$ cat config.mk
export PLATFORM = sky130hd
export DESIGN_NAME = life_generation_engine
export DESIGN_NICKNAME = d
export VERILOG_FILES = /design/src/rtl/conway_pkg.sv /design/src/rtl/life_row_next.sv /design/src/rtl/life_generation_engine.sv
export SDC_FILE = /design/constraint.sdc
export NUM_CORES = 1
export LEC_CHECK = 0
export BUFFER_PORTS_ARGS = -buffer_cell sky130_fd_sc_hd__buf_2
export CAP_MARGIN = 20
export CORE_MARGIN = 4
export CORE_UTILIZATION = 24
export DETAILED_ROUTE_END_ITERATION = 8
export PLACE_DENSITY = 0.43
export SYNTH_ARGS = -nofsm -noshare
export SYNTH_HDL_FRONTEND = slang
export SYNTH_HIERARCHICAL = 1
export SYNTH_SLANG_ARGS = --single-unit
$ cat constraint.sdc
create_clock -name sysclk -period 6.44 [get_ports sysclk]
set_input_delay 0.322 -clock sysclk [delete_from_list [all_inputs] [get_ports sysclk]]
set_output_delay 0.322 -clock sysclk [all_outputs]
set_load 0.05 [all_outputs]
$ cat src/rtl/conway_pkg.sv
// Shared types and constants for the 8x8 toroidal Game of Life engine.
package conway_pkg;

  localparam int N = 8;

  typedef logic [N-1:0] row_t;
  typedef row_t [0:N-1] grid_t;

  typedef enum logic [1:0] {IDLE, COMPUTE, SWAP} life_state_t;

  function automatic int wrap_idx(int i);
    return ((i % N) + N) % N;
  endfunction

endpackage

$ cat src/rtl/life_row_next.sv
// Combinational next-generation evaluator for one row, given its vertical neighbours.
// Column 0 is the MSB; columns wrap around the board edges.
module life_row_next
  import conway_pkg::*;
(
  input  row_t above,
  input  row_t row,
  input  row_t below,
  output row_t next
);

  for (genvar c = 0; c < N; c++) begin : g_cell
    // Bit positions of this column and its wrapped left/right neighbours.
    localparam int CB = N - 1 - c;
    localparam int LB = N - 1 - wrap_idx(c - 1);
    localparam int RB = N - 1 - wrap_idx(c + 1);

    logic [3:0] w_n;

    assign w_n = 4'(above[LB]) + 4'(above[CB]) + 4'(above[RB])
               + 4'(row[LB])                    + 4'(row[RB])
               + 4'(below[LB]) + 4'(below[CB]) + 4'(below[RB]);

    assign next[CB] = (w_n == 4'd3) | (row[CB] & (w_n == 4'd2));
  end

endmodule

$ cat src/rtl/life_generation_engine.sv
// Game of Life core: double-buffered 8x8 grid, one row evaluated per cycle,
// current grid served combinationally to the LED scanner.
module life_generation_engine
  import conway_pkg::*;
#(
  parameter int               GEN_DIV = 50_000_000,
  parameter logic [N*N-1:0]   SEED    = 64'h2010_7000_0000_0000
) (
  input  logic        sysclk,
  input  logic        reset_n,
  input  logic        run,
  input  logic        step,
  input  logic        load_en,
  input  logic [2:0]  load_row,
  input  logic [7:0]  load_data,
  input  logic [2:0]  rd_row,
  output logic [7:0]  rd_data,
  output logic        busy,
  output logic [15:0] gen_count,
  output life_state_t state_dbg
);

  localparam int DW = (GEN_DIV > 1) ? $clog2(GEN_DIV) : 1;

  function automatic grid_t seed_grid();
    grid_t g;
    for (int r = 0; r < N; r++) g[r] = SEED[N*N-1-r*N -: N];
    return g;
  endfunction

  life_state_t r_state, w_state_nxt;
  grid_t       r_cur, r_nxt;
  logic [2:0]  r_row;
  logic [DW-1:0] r_div;
  logic [15:0] r_gen;

  logic        w_tick, w_accept;
  logic [2:0]  w_up_idx, w_dn_idx;
  row_t        w_next_row;

  // Request handshake: step or an auto tick is taken only in IDLE with load_en low;
  // anything arriving otherwise is dropped, never queued.
  assign w_tick   = run && (r_div == DW'(GEN_DIV - 1));
  assign w_accept = (r_state == IDLE) && (step || w_tick) && !load_en;

  assign w_up_idx = 3'(wrap_idx(int'(r_row) - 1));
  assign w_dn_idx = 3'(wrap_idx(int'(r_row) + 1));

  life_row_next u_row_next (
    .above (r_cur[w_up_idx]),
    .row   (r_cur[r_row]),
    .below (r_cur[w_dn_idx]),
    .next  (w_next_row)
  );

  always_ff @(posedge sysclk or negedge reset_n) begin
    if (!reset_n) r_state <= IDLE;
    else          r_state <= w_state_nxt;
  end

  always_comb begin
    w_state_nxt = r_state;
    case (r_state)
      IDLE:    if (w_accept) w_state_nxt = COMPUTE;
      COMPUTE: if (r_row == 3'(N - 1)) w_state_nxt = SWAP;
      SWAP:    w_state_nxt = IDLE;
      default: w_state_nxt = IDLE;
    endcase
  end

  always_ff @(posedge sysclk or negedge reset_n) begin
    if (!reset_n)                  r_div <= '0;
    else if (!run || w_tick)       r_div <= '0;
    else                           r_div <= r_div + 1'b1;
  end

  always_ff @(posedge sysclk or negedge reset_n) begin
    if (!reset_n) begin
      r_cur <= seed_grid();
      r_nxt <= '0;
      r_row <= '0;
      r_gen <= '0;
    end else begin
      case (r_state)
        IDLE: begin
          r_row <= '0;
          if (load_en) r_cur[load_row] <= load_data;
        end
        COMPUTE: begin
          r_nxt[r_row] <= w_next_row;
          r_row        <= r_row + 3'd1;
        end
        SWAP: begin
          r_cur <= r_nxt;
          r_gen <= r_gen + 16'd1;
        end
        default: r_row <= '0;
      endcase
    end
  end

  assign rd_data   = r_cur[rd_row];
  assign busy      = (r_state != IDLE);
  assign gen_count = r_gen;
  assign state_dbg = r_state;

endmodule

==> results.toml <==
[outcome]
outcome = "finished clean"

[cts]
cts_resized = 0
numCtsBuffers = 17
postCtsSetupRepairBufs = 0
h-tree-depth = 4
cts_sinks = 175
clkTransAtPathRegs_ps = 80
tritoncts = "done"
hold_buffers = 1
clockRootBuffer = "clkbuf_16"
clk_latency_ps = 460
clock_path_buffers = 2

[setup_path]
crit_start = "r_row[0]"
reg2reg_depth = 13
cp_cell_sequence = "buf_4, mux2_2, mux4_2, inv_1, fa_1, fa_1, fa_1, inv_1, ha_1, fa_1, or2_2, a21oi_1, mux2_2"
critical_path_depth = 13
cp.required_ps = 6820
critical_path.top_delay_family = "adder cells"
start_kind = "register"
rr_startpoint = "r_row[0]"
crit_fanout = 45
cp_num_buf_inv = 3
path_class = "register to register"
path_common_cell = "fa_1"
crit_end = "r_nxt[50]"
slowest_stage = "a21oi_1"
cpPeakStageDelay_ps = 590
r2r_setup_slack_ps = 1170
cp-end-kind = "register"
arrival_ps = 5650
timing.rr.end = "r_nxt[50]"

[yosys]
synth_xor_area_frac = 0.02184
synth_top_area_cell = "dfrtp_1"
synth_compound_area_frac = 0.06159
syn_inst = 934
syn_area_um2 = 10830
syn-num-nets = 1014
yosys.area_share.simple = 0.1001
synth_top_flop_cell = "dfrtp_1"
synth.most_common_cell = "dfrtp_1"
async_flop_share = 1.000
synth_top_cells_by_area = "dfrtp_1 (39%), mux2_2 (12%), mux4_2 (10%)"
yosysWarnings = 6
synthMuxAreaShare = 0.2755
synth_top_family_by_area = "multiplexers"
synth_commonest_cells = "dfrtp_1 (170), mux2_2 (112), nand2_1 (89)"
synth_edf_count = 0
netlist.area_leader.share = 0.3929
ys_ff_latch = 175
ys_seq_area_frac = 0.4050
syn_area_per_cell_um2 = 11.59
yosys.area_share.adder = 0.09267
synth_cell_types = 50

[detailed_routing]
wl_per_cell_um = 19.44
vias = 7315
drt-total-wl_um = 30400
vias_per_cell = 4.677
postRouteAntennaNets = 0
drc_errors = 0
drtIter0Drc = 338
first_pass_iters = 4

[grt]
grt_pass1_vias = 7545
grtUsageTotal = 0.1305
grt_max_degree = 65
grt_first_pass_wirelength_um = 46990
antenna_found_initial = 0
grt-ovfl-total = 0

[placement]
dp_hpwl_um = 20420
portBuffers = 45
place_congestion = 0.7610

[finish]
area_growth_pct = 14.11
final_nets = 1039
antenna_cells = 0
drive_gt1_frac = 0.2994
nFillCells = 4552
seqCellArea_um2 = 4387
multi_input_area_um2 = 6017

[sta]
finalSetupTns_ps = 0
relSlewSlack = 0.2336
hold_violations = 0
rsz0062_at_grt = "false"
fin_skew_ps = 20.82
finalCriticalPeriod_ps = 5271
tightestPinTransition_ps = 1148
fmax_mhz = 189.7
period_share = 0.8185
setup_viol = 0
drv_slew = 0

[die]
die_area_um2 = 48580
fp.dieH_um = 220.4
initial_core_util = 0.2438
rows = 77
fp.dieW_um = 220.4
io_pins = 46
coreArea_um2 = 44410

[hold_path]
min_path_type = "input pin to register"

[flow_run]
max_cap_viol_count = 0
==> routing by layer <==
metal  GRT usage  wire (um)
met1      0.1751      14130
met2      0.2092      14400
met3     0.02911       1127
met4     0.04396        734
met5           0          0
==> cell usage in the layout, fill, tap and decap left out, types with 12 or more instances in the layout <==
| master | netlist | final |
|---|---|---|
| mux2_2 | 112 | 112 |
| buf_2 | 6 | 44 |
| fa_1 | 32 | 32 |
| inv_1 | 63 | 63 |
| nor2_1 | 22 | 20 |
| nand3_1 | 20 | 20 |
| ha_1 | 29 | 29 |
| mux2i_1 | 64 | 64 |
| a21oi_1 | 24 | 24 |
| mux4_2 | 48 | 48 |
| xor2_1 | 13 | 13 |
| nand4_1 | 12 | 12 |
| xnor2_1 | 14 | 14 |
| clkbuf_16 | 0 | 17 |
| buf_4 | 0 | 15 |
| nand2_1 | 89 | 89 |
| o21ai_0 | 77 | 77 |
| dfrtp_1 | 170 | 169 |
==> through the flow <==
step           hold WS [ps]  worst slack (ps)  cells    util  area, um2
6_report              59.13              1169   1564  0.2782      12360
5_1_grt               52.46             918.0   1564  0.2782      12360
4_1_cts               30.65              1107   1563  0.2776      12330
3_5_place_dp          368.5              1142   1530  0.2640      11730
3_3_place_gp          366.1              1171   1530  0.2640      11730
2_1_floorplan         26.41             769.2    934       -      10830
==> how the worst min path moves through the flow <==
stage | startpoint | to | slack (ps) | cells after the start
after floorplan | reset_n | gen_count[0] | 30 | 0
after CTS | load_en | state_dbg[0] | 30 | 2
after global routing | load_en | state_dbg[0] | 50 | 2
final | load_en | state_dbg[0] | 60 | 2
after global placement | reset_n | r_nxt[2] | 370 | 1
after detailed placement | reset_n | r_nxt[17] | 370 | 1
==> layout make-up <==
class | instances | area share
flip-flops and latches | 175 | 0.3550
multi-input cells | 640 | 0.4870
well taps | 592 | 0.05995
repair buffers | 62 | 0.03089
clock buffers | 17 | 0.03443
inverters | 63 | 0.01914
clock inverters | 15 | 0.01357
==> worst register-to-register path, delay by kind of cell, from the launching register on <==
| family | cells | cell delay, ps |
|---|---|---|
| buffers and inverters | 3 | 710 |
| flip-flops | 1 | 360 |
| AO/OA/AOI/OAI | 1 | 590 |
| AND/OR/NAND/NOR | 1 | 300 |
| adder cells (fa/ha/maj) | 5 | 2000 |
| multiplexers | 3 | 1230 |
==> flip-flops by register name (all words and copies together), names as in the netlist <==
| register | cells |
|---|---|
| r_cur | 64 |
| r_nxt | 64 |
| gen_count | 16 |
| r_div | 26 |
| state_dbg | 2 |
| r_row | 3 |
==> cells by family after synthesis <==
logic type	Yosys count
AO/OA/AOI/OAI	120
XOR/XNOR	27
adder cells (fa/ha/maj)	61
buffers and inverters	119
flip-flops	175
AND/OR/NAND/NOR	208
multiplexers	224
Power is left out: the tool's default activity adds up to more than one toggle a clock period on the data nets, which glitch-free logic cannot reach.
